===== config.mk =====
export PLATFORM = sky130hd
export DESIGN_NAME = board_scanner
export DESIGN_NICKNAME = d
export VERILOG_FILES = /design/src/rtl/board_scanner.sv
export SDC_FILE = /design/constraint.sdc
export NUM_CORES = 1
export LEC_CHECK = 0
export BUFFER_PORTS_ARGS = -buffer_cell sky130_fd_sc_hd__clkbuf_2
export CORE_ASPECT_RATIO = 0.5
export CORE_MARGIN = 3
export CORE_UTILIZATION = 54
export CTS_CLUSTER_DIAMETER = 120
export CTS_CLUSTER_SIZE = 16
export DETAILED_ROUTE_END_ITERATION = 8
export PLACE_DENSITY = 0.79
export SYNTH_ARGS = -nofsm -noshare
export SYNTH_HDL_FRONTEND = slang
export SYNTH_SLANG_ARGS = --single-unit
export TNS_END_PERCENT = 10

===== constraint.sdc =====
create_clock -name clock -period 5.3 [get_ports clock]
set_input_delay 0.265 -clock clock [delete_from_list [all_inputs] [get_ports clock]]
set_output_delay 0.265 -clock clock [all_outputs]
set_load 0.05 [all_outputs]

===== src/rtl/board_scanner.sv =====
// board_scanner: walks the board storage RAM cell by cell, one pass per frame
// redraw, and hands every non-empty cell (address + byte) to the cell renderer
// with a req/done handshake.
module board_scanner #(
  parameter int COLS         = 10,
  parameter int ROWS         = 10,
  parameter int RAM_LAT      = 1,
  parameter int AUTO_RESTART = 0
) (
  input  logic       clock,
  input  logic       resetn,
  input  logic       start,
  output logic [7:0] ram_addr,
  input  logic [7:0] ram_q,
  output logic [7:0] cell_addr,
  output logic [7:0] cell_data,
  output logic       draw_req,
  input  logic       draw_done,
  output logic       busy,
  output logic       frame_done,
  output logic [7:0] drawn_count
);

  typedef enum logic [2:0] {
    IDLE,
    READ,
    FETCH,
    REQ,
    ADVANCE,
    FINISH
  } state_t;

  state_t     r_state;
  state_t     w_nextState;

  logic [3:0] r_row;
  logic [3:0] r_col;
  logic [1:0] r_waitCnt;
  logic       r_reqFirst;
  logic [7:0] r_count;
  logic [7:0] r_cellAddr;
  logic [7:0] r_cellData;
  logic [7:0] r_drawnCount;

  logic       w_lastCol;
  logic       w_lastRow;
  logic       w_waitDone;
  logic       w_drawAccept;
  logic       w_autoRestart;

  assign w_lastCol     = (r_col == 4'(COLS - 1));
  assign w_lastRow     = (r_row == 4'(ROWS - 1));
  assign w_waitDone    = (r_waitCnt == 2'(RAM_LAT - 1));
  // The renderer may still be showing a stale done in the first REQ cycle,
  // so a done only counts once that first cycle has passed.
  assign w_drawAccept  = (r_state == REQ) && !r_reqFirst && draw_done;
  assign w_autoRestart = (AUTO_RESTART != 0);

  assign ram_addr    = {r_row, r_col};
  assign cell_addr   = r_cellAddr;
  assign cell_data   = r_cellData;
  assign drawn_count = r_drawnCount;

  // State register; reset aborts any pass in progress.
  always_ff @(posedge clock or negedge resetn) begin
    if (!resetn) begin
      r_state <= IDLE;
    end else begin
      r_state <= w_nextState;
    end
  end

  // Next-state decode plus the handshake/status outputs that follow the state.
  always_comb begin
    w_nextState = r_state;
    draw_req    = 1'b0;
    busy        = 1'b1;
    frame_done  = 1'b0;
    case (r_state)
      IDLE: begin
        busy = 1'b0;
        if (start) begin
          w_nextState = READ;
        end
      end
      READ: begin
        if (w_waitDone) begin
          w_nextState = FETCH;
        end
      end
      FETCH: begin
        w_nextState = (ram_q == 8'h00) ? ADVANCE : REQ;
      end
      REQ: begin
        draw_req = 1'b1;
        if (w_drawAccept) begin
          w_nextState = ADVANCE;
        end
      end
      ADVANCE: begin
        w_nextState = (w_lastCol && w_lastRow) ? FINISH : READ;
      end
      FINISH: begin
        frame_done  = 1'b1;
        w_nextState = w_autoRestart ? READ : IDLE;
      end
      default: begin
        w_nextState = IDLE;
      end
    endcase
  end

  // Scan position, RAM wait counter, latched cell and per-frame draw count.
  always_ff @(posedge clock or negedge resetn) begin
    if (!resetn) begin
      r_row        <= 4'd0;
      r_col        <= 4'd0;
      r_waitCnt    <= 2'd0;
      r_reqFirst   <= 1'b0;
      r_count      <= 8'd0;
      r_cellAddr   <= 8'h00;
      r_cellData   <= 8'h00;
      r_drawnCount <= 8'd0;
    end else begin
      case (r_state)
        IDLE: begin
          if (start) begin
            r_row     <= 4'd0;
            r_col     <= 4'd0;
            r_count   <= 8'd0;
            r_waitCnt <= 2'd0;
          end
        end
        READ: begin
          if (!w_waitDone) begin
            r_waitCnt <= r_waitCnt + 2'd1;
          end
        end
        FETCH: begin
          r_cellData <= ram_q;
          r_cellAddr <= {r_row, r_col};
          r_reqFirst <= 1'b1;
        end
        REQ: begin
          r_reqFirst <= 1'b0;
          if (w_drawAccept) begin
            r_count <= r_count + 8'd1;
          end
        end
        ADVANCE: begin
          r_waitCnt <= 2'd0;
          if (w_lastCol) begin
            // On the very last cell the position is left at the final address.
            if (!w_lastRow) begin
              r_col <= 4'd0;
              r_row <= r_row + 4'd1;
            end
          end else begin
            r_col <= r_col + 4'd1;
          end
        end
        FINISH: begin
          r_drawnCount <= r_count;
          if (w_autoRestart) begin
            r_row     <= 4'd0;
            r_col     <= 4'd0;
            r_count   <= 8'd0;
            r_waitCnt <= 2'd0;
          end
        end
        default: begin
        end
      endcase
    end
  end

endmodule

### Word-level counts from Yosys, hierarchy flattened

Cells that the tools add are included.

| word-level totals | value |
|---|---|
| flip-flop bits (word level) | 46 |
| input bits | 12 |
| output and inout port bits | 35 |
| logic and storage cells | 66 |

| operators by class | value |
|---|---|
| add/subtract/negate cells | 4 |
| equality and inequality tests | 14 |
| muxes and demuxes | 23 |
| reductions and logical operators | 16 |

Operators by type and width:

| operator | count |
|---|---|
| $mux W4 | 5 |
| $mux W8 | 2 |
| $pmux W4 S2 | 2 |
| $pmux W8 S2 | 1 |
| $mux W3 | 5 |
| $pmux W3 S5 | 1 |
| $ne A2 B2 Y1 const B | 6 |
| $reduce_and A3 Y1 | 4 |
| $add A4 B1 Y4 const B | 2 |
| $add A8 B1 Y8 const B | 1 |
| $eq A4 B4 Y1 const B | 2 |
| $logic_not A8 Y1 | 1 |
| $eq A3 B2 Y1 const B | 2 |
| $eq A3 B3 Y1 const B | 2 |
| $pmux W2 S3 | 1 |
| $reduce_bool A2 Y1 | 3 |
| $mux W2 | 2 |
| $reduce_and A4 Y1 | 1 |
| $eq A3 B1 Y1 const B | 1 |
| $logic_and A1 B1 Y1 | 3 |
| $logic_not A3 Y1 | 1 |
| $mux W1 | 3 |
| $ne A3 B3 Y1 const B | 1 |
| $reduce_bool A3 Y1 | 1 |
| other kinds (4) | 4 |

### Logic depth before layout (Yosys ltp)

Gate-level depths: netlist of the first run.

| depth | value |
|---|---|
| depth in word-level cells | 5 |
| depth in mapped cells | 6 |
| depth with buffers taken out | 6 |

### Worst setup path after synthesis of the first run

Ideal clock, no wire load.

| timing path | value |
|---|---|
| path type | reg-to-reg |
| from | register r_col[0] |
| to | register r_row[2] |
| library setup time | 0.133 ns |
| arrival time | 1.654 ns |
| data required time | 5.167 ns |
| setup slack | 3.512 ns |
| stages on the path, launching flop included | 6 |
| path buffers | 0 |
| period minus slack after synthesis | 1.788 ns |
| cell sequence | dfrtp_1 ha_1 nand4b_1 nor4bb_1 xnor2_1 nor2_1 |

| on the way | value |
|---|---|
| cells in the longest elaborated chain, start to end | 3 |

RTL lines:

| element | line | text |
|---|---|---|
| start, declared | 37 | `logic [3:0] r_col;` |
| start signal, assigned | 159 | `r_col <= r_col + 4'd1;` |
| $eq A4 B4 Y1 | 51 | `assign w_lastCol = (r_col == 4'(COLS - 1));` |
| $ne A2 B2 Y1 (no line) | - |  |
| $reduce_and A4 Y1 (no line) | - |  |
| end signal, assigned | 156 | `r_row <= r_row + 4'd1;` |
| end, declared | 36 | `logic [3:0] r_row;` |

Every way passes these cells.
A chain may end at the register's enable or synchronous reset.

### Worst setup path in the final report of the first run

| timing path | value |
|---|---|
| from | register r_state[0] |
| to | output port frame_done |

| on the way | value |
|---|---|
| cells in the longest elaborated chain, start to end | 2 |

RTL lines:

| element | line | text |
|---|---|---|
| start, declared | 33 | `state_t r_state;` |
| start signal, assigned | 69 | `r_state <= w_nextState;` |
| $eq A3 B3 Y1 | 79 | `case (r_state)` |
| $mux W1 | 79 |  |
| end, declared | 20 | `output logic frame_done,` |

Every way passes these cells.

==> summary.md, run 1 <==
| Metric | Value |
|---|---|
| Crit end category | output pin |
| Clock insertion delay at the later pin of the skew report | 0.30 ns |
| HPWL Detailed | between 2000 and 3000 um |
| Diodes inserted | 0 |
| 1st-iter DRT viols | 100 |
| Fraction of layout cells with a size suffix above 1 | approximately a third |
| Clock Pin Slew Worst Setup and Hold Paths | 0.08 ns |
| Overflow after GRT | 0 |
| Final Max Tran Viols | 0 |
| # port buffers | 46 |
| Status | finished, final reports clean |
| Die ar. | 0.004848 mm^2 |
| Post-CTS setup buffer count | 0 |
| Top Ports | 47 |
| Cts bufs inserted | 5 |
| Gpl congestion | 0.8204 |
| M1 wire length | roughly 2000 um |
| Critical path class | register to output pin |
| WP data arrival | roughly 1.8 ns |
| Period utilisation layout | 39.02% |
| Post-synthesis sequential area ratio | a little over half |
| CP max FO | 15 |
| HP Class | input port to asynchronous set/reset pin |
| Leakage power total | 1.266 nW |
| Main synth FF type | dfrtp_1 |
| Ys async rst share | 100.0% |
| Fin crit period | 2.068 ns |
| Yosys top cell by area | dfrtp_1 |
| Core region area | 0.003641 mm^2 |
| First-pass GRT wire length | 7024 um |
| Vias per cell | 5.497 |
| H-tree level count | 2 |
| Routed Antenna Nets | 0 |
| Final #Nets | 255 |
| First-pass iteration count of the detailed router | 5 |
| Max Cap Viol | 0 |
| IR Drop Worst-Case VDD | 324.4 uV |
| Post-layout util | 69.86% |
| Pwr per Cell Area | approximately 580 mW/mm^2 |
| Syn nets | 208 |
| Antenna violations before repair | 0 |
| Max Root-Sink Buffers | 2 |
| Synth unique cells | 41 |
| Largest net degree at the start of global routing | 47 |
| Rel. slew slack | a little over a quarter |
| Met3 wire len | 237 um |
| Post-synthesis cell count | 190 |
| Worst-margin pin slew | 1.109 ns |
| Residual DRC | 0 |
| Die Wd | 95.51 um |
| R2R cell count | 3 |
| TritonCTS Sinks | 46 |
| Overall routed net length | 4165 um |
| Post-Syn Area | 0.002163 mm^2 |
| Highest metal used | met4 |
| CTS tree | done |
| # resized after CTS | 0 |
| Hold_buf cts | 0 |
| Vias in the first global route | 1504 |
| Yosys warns | 0 |
| Vias | 1583 |
| Post-synthesis average cell area | 11.39 um^2 |
| Root buffer cell | clkbuf_8 |
| Area contributors post-synth | dfrtp_1 53%, mux2_2 13%, ha_1 3.5%, xnor2_1 2.8%, nor2_1 2.8% |
| Synthesis-to-finish area growth | 17.58% |
| DR WL met2 | 1889 um |
| Die height | 50.76 um |
| Initial Utilization | 59.42% |
| F_max | around 480 MHz |
| Site Rows | 15 |
| Area share of the largest cell type after synthesis | 53.21% |
| Overall routing resource usage | 19.06% |
| Final setup fails | 0 |
| Setup crit start kind | register |
| Setup Skew | 0.005927 ns |
| Fillers | between 300 and 400 |
| RSZ-0062 raised after global routing | false |
| Fin. Hold Viols | 0 |
| Post-synth EDFFs | 0 |
| WL/cell | 14.46 um |
| WP data required | 5.04 ns |
| Yosys reg bits | 46 |
| Setup tns final | 0 ns |
==> metrics by stage <==
stage | hold WS (ns) | std cells | total power [W] | cell area (um^2) | setup slack (ns)
floorplan | -0.03059 | 190 | 0.001083 | 2163 | 3.512
global placement | 0.4863 | 281 | 0.001215 | 2431 | 3.314
detailed placement | 0.4949 | 281 | 0.001235 | 2431 | 3.252
CTS | 0.2099 | 288 | 0.001497 | 2544 | 3.217
global route | 0.2052 | 288 | 0.001580 | 2544 | 3.104
finish | 0.1595 | 288 | 0.001488 | 2544 | 3.232
==> synthesized netlist by cell type (5+ instances only) <==
cell / n
a21oi_1: 8
nand3_1: 5
mux2_2: 25
nand2_1: 12
inv_1: 8
dfrtp_1: 46
nor2_1: 16
ha_1: 6
o21ai_0: 8
xnor2_1: 7
==> layout by cell type (no fill, tap or decap), types with 2 or more instances in the layout <==
cell / count
dfrtp_1: 46
clkbuf_2: 46
mux2_2: 25
nor2_1: 16
nand2_1: 12
inv_1: 8
a21oi_1: 8
o21ai_0: 8
xnor2_1: 7
ha_1: 6
clkbuf_8: 6
nand3_1: 5
nand2b_1: 4
nor4_1: 4
nand4b_1: 4
a21o_1: 3
o21bai_1: 2
o22a_1: 2
a211oi_1: 2
mux2i_1: 2
==> cell type report <==
class,count,area (um^2),area share (%)
sequential,46,1151,45.25
multi-input combinational,130,955.9,37.58
timing repair buffer,46,230.2,9.051
clock buffer,6,82.58,3.246
tap,51,63.81,2.509
clock inverter,1,30.03,1.181
inverter,8,30.03,1.181
==> kinds of logic after synthesis <==
| family | after synthesis | share of synthesized area, % |
|---|---|---|
| xor gates and xnor gates | 8 | 3.239 |
| AOI/OAI and AO/OA | 33 | 9.833 |
| muxes | 27 | 13.94 |
| adders and majority gates | 6 | 3.470 |
| and+or+nand+nor | 56 | 13.71 |
| buffers and inverters | 14 | 2.602 |
| DFF | 46 | 53.21 |
==> path summary, 6_finish.rpt <==
path | startpoint | endpoint | slack, ns
min in group clock | ram_q[1] | cell_data[1] | 0.21
max in group asynchronous | resetn | cell_data[0] | 4.45
hold reg to reg | drawn_count[7] | drawn_count[7] | 0.51
setup / recovery | r_state[0] | frame_done | 3.23
setup reg to reg | r_state[2] | cell_data[7] | 3.27
hold / removal | resetn | drawn_count[1] | 0.16
==> routing by layer <==
| metal | global-route usage, % | vias up |
|---|---|---|
| met5 | 0 | - |
| met4 | 5.425 | 0 |
| met3 | 5.689 | 3 |
| met2 | 30.24 | 37 |
| met1 | 25.51 | 770 |
| li1 | - | 773 |
==> worst max-delay path, cell delays in order, from the launching register on <==
cell and delay, ns:
dfrtp_1 0.62, nand3_1 0.46, inv_1 0.13, clkbuf_2 0.29
==> registers in the layout, indices dropped and copies added, names as in the netlist <==
register and count:
cell_addr 8, cell_data 8, drawn_count 8, r_count 8
r_col 4, r_row 4, r_state 3, r_waitCnt 2
r_reqFirst 1
==> power by group <==
part | switching (W) | internal (W) | total [W]
combinational | 0.000463 | 0.000217 | 0.000679
clock | 0.000113 | 0.000151 | 0.000264
sequential | 0.0000974 | 0.000447 | 0.000544
Note: power is estimated with default switching activity, not from simulation.
==> run 2: changes to the inputs <==
--- a/config.mk
+++ b/config.mk
@@ -8,11 +8,11 @@
 export BUFFER_PORTS_ARGS = -buffer_cell sky130_fd_sc_hd__clkbuf_2
 export CORE_ASPECT_RATIO = 0.5
 export CORE_MARGIN = 3
-export CORE_UTILIZATION = 54
+export CORE_UTILIZATION = 53
 export CTS_CLUSTER_DIAMETER = 120
 export CTS_CLUSTER_SIZE = 16
 export DETAILED_ROUTE_END_ITERATION = 8
-export PLACE_DENSITY = 0.79
+export PLACE_DENSITY = 0.78
 export SYNTH_ARGS = -nofsm -noshare
 export SYNTH_HDL_FRONTEND = slang
 export SYNTH_SLANG_ARGS = --single-unit
==> constraint.sdc (replaced) <==
create_clock -name clock -period 2.1 [get_ports clock]
set_input_delay 0.105 -clock clock [delete_from_list [all_inputs] [get_ports clock]]
set_output_delay 0.105 -clock clock [all_outputs]
set_load 0.05 [all_outputs]
==> run 2 against run 1 <==
Against the previous run: final cell count increased by 1.4%; sequential cell count unchanged; global-route usage increased by 0.40 points; largest power group unchanged; non-clock buffer count increased by 4; highest routed layer unchanged; core utilization decreased by 0.12 points; clock power increased by 89%; clock skew decreased by 0.0024 ns.
==> summary.md, run 2 (synthesized netlist as in run 1, its figures left out) <==
| Metric | Value |
|---|---|
| Setup slack, reg-to-reg | 0.31 ns (-2.96 ns) |
| First-pass iteration count of the detailed router | 6 (+1) |
| Crit end category | output pin |
| Overall routing resource usage | 19.46% (+0.40 points) |
| Max Cap Viol | 0 (unchanged) |
| H-tree level count | 2 (unchanged) |
| Worst Hold Slack | 0.05683 ns (-0.1026 ns) |
| Die Wd | 96.35 um (+0.88%) |
| Most frequent cells in the layout | 46 x dfrtp_1, 46 x clkbuf_2, 25 x mux2_2 |
| F_max | 530.7 MHz |
| Setup tns final | 0 ns (unchanged) |
| Routed Antenna Nets | 0 (unchanged) |
| Fin. Hold Viols | 0 (unchanged) |
| Vias | 1617 (+2.1%) |
| Root buffer cell | clkbuf_8 |
| Fraction of layout cells with a size suffix above 1 | 33.61% (-0.15 points) |
| Setup WS post-layout | 0.2156 ns (-3.016 ns) |
| Final non-filler cell total | 292 (+1.4%) |
| Cts bufs inserted | 5 (unchanged) |
| Antenna violations before repair | 0 (unchanged) |
| Final setup fails | 0 (unchanged) |
| DP Worst Slack | 0.3264 ns (-2.926 ns) |
| Worst-margin pin slew | 0.5276 ns (-0.5810 ns) |
| Overall routed net length | 4350 um (+4.4%) |
| Status | finished, final reports clean |
| Leakage power total | 1.269 nW (+0.27%) |
| Largest net degree at the start of global routing | 30 (-36%) |
| First-pass GRT wire length | 7286 um (+3.7%) |
| CP max FO | 18 (+3) |
| Total power draw | 0.003664 W (+150%) |
| Final Max Tran Viols | 0 (unchanged) |
| Clock insertion delay at the later pin of the skew report | 0.29 ns (about the same) |
| Vias per cell | 5.538 (+0.75%) |
| HPWL Detailed | 3160 um (+6.4%) |
| Initial Utilization | 59.11% (-0.30 points) |
| Setup Skew | 0.003501 ns (-0.002427 ns) |
| Period utilisation layout | 89.73% |
| Die height | 51.18 um (+0.83%) |
| Clock Pin Slew Worst Setup and Hold Paths | 0.07 ns (about the same) |
| IR Drop Worst-Case VDD | 830.0 uV (+160%) |
| Diodes inserted | 0 (unchanged) |
| RSZ-0062 raised after global routing | false |
| Core region area | 0.003660 mm^2 (+0.52%) |
| 1st-iter DRT viols | 71 (-29%) |
| TritonCTS Sinks | 46 (unchanged) |
| Fillers | 306 (+0.99%) |
| Post-CTS setup buffer count | 0 (unchanged) |
| Pwr per Cell Area | 1436 mW/mm^2 (+150%) |
| Rel. slew slack | 64.50% (+38 points) |
| # resized after CTS | 0 (unchanged) |
| Site Rows | 15 (unchanged) |
| Critical path class | register to output pin |
| Overflow after GRT | 0 (unchanged) |
| Fin crit period | 1.884 ns |
| # port buffers | 46 (unchanged) |
| Setup crit start kind | register |
| CTS tree | done |
| Max Root-Sink Buffers | 2 (unchanged) |
| WP data required | 2.00 ns (-3.04 ns) |
| Die ar. | 0.004931 mm^2 (+1.7%) |
| Top Ports | 47 (unchanged) |
| Residual DRC | 0 (unchanged) |
| WL/cell | 14.90 um (+3.0%) |
| Placed Instances | 284 (+1.1%) |
| Final #Nets | 259 (+1.6%) |
| WP data arrival | 1.78 ns (-0.02 ns) |
| HP Class | input port to register |
| Synthesis-to-finish area growth | 17.99% |
| Gpl congestion | 0.8325 (+1.5%) |
| Vias in the first global route | 1571 (+4.5%) |
run 2: worst max-delay path, cell delays in order, from the launching register on:
cell and delay (ns):
dfrtp_1 0.64, nand3_1 0.43, inv_1 0.13, clkbuf_2 0.28
run 2: routing by layer:
metal,track usage [%],vias up,part of all wire [%]
met5,0,-,0
li1,-,773,-
met4,6.744,0,1.3
met1,26.36,797,47
met3,5.588,6,5.4
met2,30.06,41,46
run 2: cell type report:
class                           count  area (um^2)  share of cell area (%)
Clock buffer                        7        76.32                   2.990
Inverter                            8        30.03                   1.176
Multi-Input combinational cell    130        955.9                   37.45
Sequential cell                    46         1151                   45.10
Tap cell                           51        63.81                   2.500
Timing Repair Buffer               50        275.3                   10.78
run 2: report_power, final:
group | switching [W] | total, W | internal (W)
Clock | 0.000271 | 0.000500 | 0.000229
Combinational | 0.00123 | 0.00182 | 0.000593
Sequential | 0.000211 | 0.00134 | 0.00113
Total | 0.00171 | 0.00366 | 0.00195
run 2: timing repair:
item / in CTS / in global routing
endpoints found under the hold margin: 17 / 0
endpoints found under the setup margin: 0 / 0
hold buffers: 1 / 0
run 2: worst paths after layout:
path / start / to / cells after the start
hold / removal: ram_q[1] / cell_data[1] / 2
setup reg to reg: r_state[1] / r_count[7] / 4
max in group asynchronous: resetn / r_count[2] / 3
min in group asynchronous: resetn / cell_addr[1] / 2
setup / recovery: r_state[2] / frame_done / 3
hold reg to reg: r_reqFirst / r_reqFirst / 1
run 2: through the flow:
step / area, um^2 / utilization, %
floorplan: 2163 / -
global placement: 2466 / 67.38
detailed placement: 2466 / 67.38
CTS: 2552 / 69.74
global route: 2552 / 69.74
finish: 2552 / 69.74
